## src/rtl/burst_shot.sv

```systemverilog
// rtl/burst_shot.sv - edge-triggered burst pulse generator with delay, repeat, abort and retrigger
// Config is shadowed at acceptance; only a_idle stays live for the whole burst.
module burst_shot #(
    parameter int P_N_WIDTH  = 32,
    parameter int P_IO_WIDTH = 1,
    parameter int P_R_WIDTH  = 16
) (
    input  logic                  clk,
    input  logic                  rst_n,
    input  logic                  trig,
    input  logic                  abort,
    input  logic                  retrig_en,
    input  logic [P_N_WIDTH-1:0]  n_dly,
    input  logic [P_N_WIDTH-1:0]  n_hi,
    input  logic [P_N_WIDTH-1:0]  n_lo,
    input  logic [P_R_WIDTH-1:0]  n_rep,
    input  logic [P_IO_WIDTH-1:0] a_idle,
    input  logic [P_IO_WIDTH-1:0] a_act,
    output logic                  busy,
    output logic                  done,
    output logic [P_R_WIDTH-1:0]  pulse_cnt,
    output logic [P_IO_WIDTH-1:0] y
);

    typedef enum logic [1:0] {
        S_IDLE   = 2'd0,
        S_DELAY  = 2'd1,
        S_ACTIVE = 2'd2,
        S_GAP    = 2'd3
    } state_t;

    localparam logic [P_N_WIDTH-1:0] N_ONE = P_N_WIDTH'(1);
    localparam logic [P_R_WIDTH-1:0] R_ONE = P_R_WIDTH'(1);

    state_t                  state_q, state_d;
    logic                    trig_q;
    logic [P_N_WIDTH-1:0]    cnt_q, cnt_d;
    logic [P_R_WIDTH-1:0]    pcnt_q, pcnt_d;
    logic                    done_q, done_d;
    logic [P_N_WIDTH-1:0]    dly_q, hi_q, lo_q;
    logic [P_R_WIDTH-1:0]    rep_q;
    logic [P_IO_WIDTH-1:0]   act_q;

    logic trig_pe;
    logic cfg_ok;
    logic accept;

    assign trig_pe = trig & ~trig_q;
    assign cfg_ok  = (n_hi != '0) && (n_rep != '0);
    // abort wins over any same-cycle acceptance, including the shadow load
    assign accept  = trig_pe && cfg_ok && !abort && ((state_q == S_IDLE) || retrig_en);

    always_ff @(posedge clk or negedge rst_n) begin
        if (!rst_n) begin
            state_q <= S_IDLE;
            trig_q  <= 1'b0;
            cnt_q   <= '0;
            pcnt_q  <= '0;
            done_q  <= 1'b0;
            dly_q   <= '0;
            hi_q    <= '0;
            lo_q    <= '0;
            rep_q   <= '0;
            act_q   <= '0;
        end else begin
            state_q <= state_d;
            trig_q  <= trig;
            cnt_q   <= cnt_d;
            pcnt_q  <= pcnt_d;
            done_q  <= done_d;
            if (accept) begin
                dly_q <= n_dly;
                hi_q  <= n_hi;
                lo_q  <= n_lo;
                rep_q <= n_rep;
                act_q <= a_act;
            end
        end
    end

    always_comb begin
        state_d = state_q;
        cnt_d   = cnt_q;
        pcnt_d  = pcnt_q;
        done_d  = 1'b0;
        if (abort) begin
            state_d = S_IDLE;
            cnt_d   = '0;
        end else if (accept) begin
            state_d = (n_dly != '0) ? S_DELAY : S_ACTIVE;
            cnt_d   = '0;
            pcnt_d  = '0;
        end else begin
            case (state_q)
                S_IDLE: begin
                    cnt_d = '0;
                end
                S_DELAY: begin
                    if (cnt_q == dly_q - N_ONE) begin
                        cnt_d   = '0;
                        state_d = S_ACTIVE;
                    end else begin
                        cnt_d = cnt_q + N_ONE;
                    end
                end
                S_ACTIVE: begin
                    if (cnt_q == hi_q - N_ONE) begin
                        cnt_d  = '0;
                        pcnt_d = pcnt_q + R_ONE;
                        if (pcnt_q + R_ONE == rep_q) begin
                            state_d = S_IDLE;
                            done_d  = 1'b1;
                        end else if (lo_q == '0) begin
                            state_d = S_ACTIVE;
                        end else begin
                            state_d = S_GAP;
                        end
                    end else begin
                        cnt_d = cnt_q + N_ONE;
                    end
                end
                S_GAP: begin
                    if (cnt_q == lo_q - N_ONE) begin
                        cnt_d   = '0;
                        state_d = S_ACTIVE;
                    end else begin
                        cnt_d = cnt_q + N_ONE;
                    end
                end
                default: begin
                    state_d = S_IDLE;
                    cnt_d   = '0;
                end
            endcase
        end
    end

    always_comb begin
        busy      = (state_q != S_IDLE);
        y         = (state_q == S_ACTIVE) ? act_q : a_idle;
        done      = done_q;
        pulse_cnt = pcnt_q;
    end

endmodule

```

## config.mk

```make
export PLATFORM = sky130hd
export DESIGN_NAME = burst_shot
export DESIGN_NICKNAME = d
export VERILOG_FILES = /design/src/rtl/burst_shot.sv
export SDC_FILE = /design/constraint.sdc
export NUM_CORES = 1
export LEC_CHECK = 0
export ABC_AREA = 0
export BUFFER_PORTS_ARGS = -buffer_cell sky130_fd_sc_hd__buf_2
export CELL_PAD_IN_SITES_DETAIL_PLACEMENT = 0
export CELL_PAD_IN_SITES_GLOBAL_PLACEMENT = 1
export CORE_ASPECT_RATIO = 1.1
export CORE_MARGIN = 1.5
export CORE_UTILIZATION = 48
export DETAILED_ROUTE_END_ITERATION = 10
export HOLD_SLACK_MARGIN = 0.03
export MAX_ROUTING_LAYER = met4
export PLACE_DENSITY_LB_ADDON = 0.2
export SLEW_MARGIN = 10
export SYNTH_ARGS = -nofsm -noshare
export SYNTH_HDL_FRONTEND = slang
export SYNTH_SLANG_ARGS = --single-unit
```

## constraint.sdc

```tcl
create_clock -name clk -period 5.1 [get_ports clk]
set_input_delay 1.02 -clock clk [delete_from_list [all_inputs] [get_ports clk]]
set_output_delay 1.02 -clock clk [all_outputs]
set_load 0.005 [all_outputs]
```

==> results of run 1 <==
## critical path, delay by kind of cell, from the launching register on
family | cells | cell delay [ns]
and+or+nand+nor | 5 | 1.99
AOI/OAI and AO/OA | 2 | 0.66
buffers and inverters | 2 | 0.47
DFF | 1 | 0.43
muxes | 2 | 0.32
adders and majority gates | 1 | 0.30
## path summary, 6_finish.rpt
path                          from         to  slack (ns)
max                        lo_q[0]  cnt_q[18]        0.77
min                          act_q      act_q        0.47
max reg2reg                lo_q[0]  cnt_q[18]        0.77
min reg2reg                  act_q      act_q        0.47
max in group asynchronous    rst_n   rep_q[6]        3.43
min in group asynchronous    rst_n    lo_q[9]        0.66
## metal layers
layer,GRT usage,up-vias
met3,0.0486,53
met2,0.439,323
li1,-,5059
met1,0.374,4879
met5,-,-
met4,0.0986,0
## kinds of logic after synthesis
kind of cell	synth area share
fa+ha+maj	0.00667
buf+inv	0.0444
mux	0.0187
compound gates	0.0852
xor+xnor	0.129
simple gates	0.349
flops	0.367
## layout by cell type, fill, tap and decap left out, drive strengths merged, types with 6 or more instances in the layout
cell type  synthesis  final
or3               11     11
or4b               7      7
nand2            390    390
o21ai             29     29
mux2               6      6
nor2b              7      7
and3              17     17
nor4              52     52
a21o               7      7
nand2b            11     11
xnor2             94     94
mux2i             13     13
dfrtp            165    165
a32oi              6      6
o211ai             8      8
a21oi             28     28
nand3b            12     12
a211oi            10     10
ha                 6      6
clkbuf            80     20
nand4             34     34
nand3             67     67
inv               22     23
buf               16    148
nor3b             14     14
nor2              67     67
a31oi              8      8
nor3              68     68
nor4b              7      7
or4               15     15
xor2              72     72
## registers in the layout, indices dropped and copies added, names as in the netlist
name       count
cnt_q         32
dly_q         32
hi_q          32
lo_q          32
pulse_cnt     16
rep_q         16
state_q        2
act_q          1
done           1
trig_q         1
## per-stage QoR
step	worst slack (ns)	total power, mW	util	cells
3_3_place_gp	0.981	2.87	0.524	1768
6_report	0.775	4.24	0.550	1800
5_1_grt	0.556	4.48	0.550	1800
3_5_place_dp	0.874	2.89	0.524	1768
4_1_cts	0.821	4.25	0.550	1800
2_1_floorplan	1.75	2.57	-	1416
## power breakdown
group          internal (mW)  switching, mW  total, mW
sequential              1.50          0.306       1.80
clock                  0.784          0.570       1.35
combinational          0.487          0.593       1.08
## layout make-up
type | instances | share of cell area
Multi-Input combinational cell | 1133 | 0.526
Sequential cell | 165 | 0.327
Timing Repair Buffer | 148 | 0.0624
Clock buffer | 20 | 0.0354
Tap cell | 300 | 0.0298
Clock inverter | 12 | 0.0122
Inverter | 22 | 0.00674
==> flow_summary.json, run 1 <==
{
  "via_per_inst": 5.73,
  "cts_root_buf": "clkbuf_16",
  "final_hold_viol_count": 0,
  "ant_nets": 0,
  "grt-ovfl-total": 0,
  "syn_nets": 1541,
  "dr_wl_met3_um": 1960,
  "cts_setup_buffers": 0,
  "nNetsFinal": 1612,
  "synth_area_um2": 11200,
  "finalInstanceArea_um2": 12600,
  "synth_top_cell_by_area": "dfrtp_1",
  "critPathArrivalTime_ns": 4.63,
  "power_density_nw_per_um2": 336,
  "drt_iter0_drc": 697,
  "crit_path_start_kind": "flop",
  "crit_required_ns": 5.40,
  "whs_path_depth": 2,
  "max_cap_viol_count": 0,
  "maxSlewHeadroom": 0.370,
  "path_cells": "inv_1 -> ha_1 -> nor4b_1 -> nand4_1 -> nor3_2 -> mux2i_1 -> or3b_1 -> a211oi_1 -> a41oi_2 -> mux2i_4 -> buf_4 -> nor3_1",
  "fp.dieArea_um2": 24400,
  "synthCells": 1416,
  "drt-wirelength-per-cell_um": 18.1,
  "max_freq_mhz": 231,
  "leakage_nw": 5.67,
  "io_buffers": 137,
  "worst_pin_slew_ns": 0.946,
  "synth_top_area_frac": 0.367,
  "worstSetupPathType": "flop to flop",
  "layout_min_cycle_time_ns": 4.33,
  "ys_warn_count": 0,
  "cts_resized": 0,
  "layout-drive-gt1-share": 0.143,
  "die_h_um": 164,
  "clock_latency_ns": 0.44,
  "setup_tns_ns": 0,
  "r2r_cells": 12,
  "multi_input_comb_area_um2": 6640,
  "place_area_um2": 12000,
  "slew_viol_final": 0,
  "synth_area_leaders": "dfrtp_1, nand2_1, xnor2_1, xor2_1, nand3_1",
  "grt_start_max_net_pins": 127,
  "htree_levels": 4,
  "fill_cells": 2205,
  "cts_max_path_buffers": 2,
  "cts_tree": "yes",
  "crit_slowest_cell": "nor4b_1",
  "yosysSeqAreaShare": 0.367,
  "place_congestion": 0.909,
  "routed-wl-met2_um": 14800,
  "postCtsHoldBufs": 0,
  "rsz0062_at_grt": "no",
  "fp-row-count": 58,
  "synthDistinctLibCells": 75,
  "period_share": 0.848,
  "grt.total_usage": 0.284,
  "dp_hpwl_um": 22900,
  "yosys_register_bits": 165,
  "critPathMaxStageDelay_ns": 0.78,
  "synthArstFlopShare": 1.00,
  "synth_area_per_cell_um2": 7.94,
  "crit_path_max_fanout": 32,
  "synth_edf_count": 0,
  "drc": 0,
  "diodes": 0,
  "hold_slack_ns": 0.474,
  "status": "complete, no violations",
  "m1WireLength_um": 14800,
  "die_w_um": 149,
  "grt_antenna_before_repair": 0,
  "hold_class": "flop to flop",
  "yosysMostFrequentCell": "nand2_1",
  "irDropWorstVdd_mv": 0.216,
  "grt_pass1_wl_um": 51900,
  "crit_path_end_kind": "flop",
  "drtPass1Iterations": 6,
  "seq_area_um2": 4130,
  "synth_common_cells": "nand2_1, dfrtp_1, xnor2_1, clkbuf_1, xor2_1",
  "ios": 138,
  "routed.top_layer": "met4",
  "cts_buffers": 17,
  "wl_um": 32500,
  "clkTransAtPathRegs_ns": 0.07,
  "core_area_um2": 22900,
  "finalClockSkew_ns": 0.0111,
  "vias": 10300,
  "synthToLayoutAreaGrowth_pct": 12.1,
  "cts.sinks": 165,
  "setup_violations": 0,
  "grt_pass1_vias": 9581,
  "ys.flop_type": "dfrtp_1",
  "start_util": 0.491
}
No activity file was read; power rests on OpenSTA's default activity.
==> run 2, diff against run 1 <==
Settings changed: CORE_UTILIZATION 48 to 44.
Clock period 5.1 ns to 4.2 ns, I/O delays scaled along.
==> run 2 against run 1 <==
  * Worst hold slack worse by 0.028 ns
  * Clock-buffer cell count is 1 lower
  * Die area rose by 8.9%
  * Combinational power increased by 25%
  * Critical path depth did not move
  * Largest power group unchanged
==> flow_summary.json, run 2 (synthesis results as in run 1) <==
{
  "status": "complete, no violations",
  "ant_nets": 0,
  "period_share": 0.941,
  "max_cap_viol_count": 0,
  "grt_start_max_net_pins": 127,
  "crit_required_ns": 4.50,
  "htree_levels": 4,
  "setup_violations": 0,
  "drc": 0,
  "clock_power_share": 0.299,
  "fill_cells": 2556,
  "grt.total_usage": 0.262,
  "setup_tns_ns": 0,
  "ios": 138,
  "drtPass1Iterations": 7,
  "drt-wirelength-per-cell_um": 18.0,
  "rsz0062_at_grt": "no",
  "diodes": 0,
  "die_h_um": 171,
  "switchingPower_mw": 1.83,
  "maxSlewHeadroom": 0.246,
  "fp.dieArea_um2": 26500,
  "crit_slowest_cell": "or4b_4",
  "core_area_um2": 25200,
  "leakage_nw": 5.74,
  "reg2reg_to": "cnt_q[15]",
  "fin_cells": 1831,
  "final_hold_viol_count": 0,
  "layout-drive-gt1-share": 0.152,
  "nNetsFinal": 1628,
  "cts_max_path_buffers": 2,
  "synthToLayoutAreaGrowth_pct": 13.2,
  "grt_antenna_before_repair": 0,
  "critPathMaxStageDelay_ns": 0.56,
  "cts.sinks": 165,
  "grt_pass1_vias": 9553,
  "grt_pass1_wl_um": 52400,
  "drt_iter0_drc": 727,
  "final_common_cell": "nand2_1",
  "cts_tree": "yes",
  "rrSetupSlack_ns": 0.25,
  "r2r-start": "hi_q[0]",
  "grt-ovfl-total": 0,
  "place_congestion": 0.940,
  "start_util": 0.447,
  "clock_latency_ns": 0.44,
  "clkTransAtPathRegs_ns": 0.07,
  "cts_setup_buffers": 0,
  "fp-row-count": 61,
  "finalClockSkew_ns": 0.0164,
  "critPathArrivalTime_ns": 4.25,
  "cts_root_buf": "clkbuf_16",
  "crit_path_end_kind": "flop",
  "final_cell_mix": "nand2_1, dfrtp_1, buf_2",
  "cts_buffers": 17,
  "crit_path_max_fanout": 32,
  "wl_um": 33000,
  "internal_power_mw": 3.23,
  "vias": 10300,
  "io_buffers": 137,
  "irDropWorstVdd_mv": 0.270,
  "via_per_inst": 5.65,
  "hold_class": "input pin to async pin",
  "fin_ws_ns": 0.247,
  "pwr-share-seq": 0.434,
  "dpl.cell_count": 1799,
  "crit_path_start_kind": "flop",
  "die_w_um": 155,
  "total_power_mw": 5.05,
  "layout_min_cycle_time_ns": 3.95,
  "slew_viol_final": 0,
  "dp_hpwl_um": 23600,
  "cts_resized": 0,
  "worstSetupPathType": "flop to flop",
  "pre_cts_slack_ns": 0.329,
  "power_density_nw_per_um2": 397,
  "postCtsHoldBufs": 0,
  "comb_power_share": 0.267,
  "worst_pin_slew_ns": 1.13,
  "path_cells": "inv_1 -> ha_1 -> nor4b_1 -> and4_1 -> and3_1 -> o22ai_1 -> or4b_4 -> nor4_4 -> a41oi_2 -> mux2i_4 -> buf_12 -> nor3_1",
  "r2r_cells": 12,
  "max_freq_mhz": 253,
  "swShare": 0.362
}
## run 2: cell types whose count changed in the layout (fill, tap and decap cells not counted), sizes merged
cell | before | now
buf | 148 | 164
bufinv | 3 | 0
clkbuf | 20 | 19
inv | 23 | 27
## run 2: per-layer routing
metal / up-vias / part of all wire / global-route usage
li1: 5097 / - / -
met1: 4927 / 0.48 / 0.361
met2: 265 / 0.45 / 0.402
met3: 47 / 0.043 / 0.0324
met4: 0 / 0.027 / 0.0857
met5: - / 0 / -
## run 2: worst max path at each step
stage / from / to / slack, ns / cells after the start
finish: hi_q[0] / cnt_q[15] / 0.25 / 12
global route: hi_q[0] / cnt_q[26] / 0.07 / 12
CTS: hi_q[0] / cnt_q[3] / 0.28 / 12
detailed placement: hi_q[0] / cnt_q[3] / 0.33 / 12
global placement: hi_q[0] / cnt_q[28] / 0.45 / 12
floorplan: hi_q[0] / pulse_cnt[1] / 0.85 / 12
## run 2: cell type report
type                            instances  area, um^2  area share
Clock inverter                         13         120     0.00944
Inverter                               22        85.1     0.00668
Clock buffer                           19         443      0.0348
Multi-Input combinational cell       1133        6640       0.522
Tap cell                              315         394      0.0310
Timing Repair Buffer                  164         920      0.0722
Sequential cell                       165        4130       0.324
## run 2: power by group through the flow
stage	Sequential, mW	Combinational, mW	Clock, mW
after CTS	2.19	1.35	1.55
after global placement	2.21	1.33	0
after global routing	2.23	1.52	1.61
after detailed placement	2.22	1.34	0
after floorplan	2.05	1.07	0
final	2.19	1.35	1.51
## run 2: worst max-delay path: cells and delay by family, from the launching register on
| family | cells | cell delay, ns |
|---|---|---|
| fa+ha+maj | 1 | 0.22 |
| buf+inv | 2 | 0.29 |
| flops | 1 | 0.43 |
| simple gates | 6 | 2.37 |
| mux | 1 | 0.23 |
| compound gates | 2 | 0.25 |
## run 2: per-stage QoR
stage | hold slack (ns) | utilization | area [um^2]
after floorplan | 0.440 | - | 11200
after global placement | 0.458 | 0.483 | 12200
after detailed placement | 0.477 | 0.483 | 12200
after CTS | 0.485 | 0.505 | 12700
after global routing | 0.509 | 0.505 | 12700
final | 0.446 | 0.505 | 12700
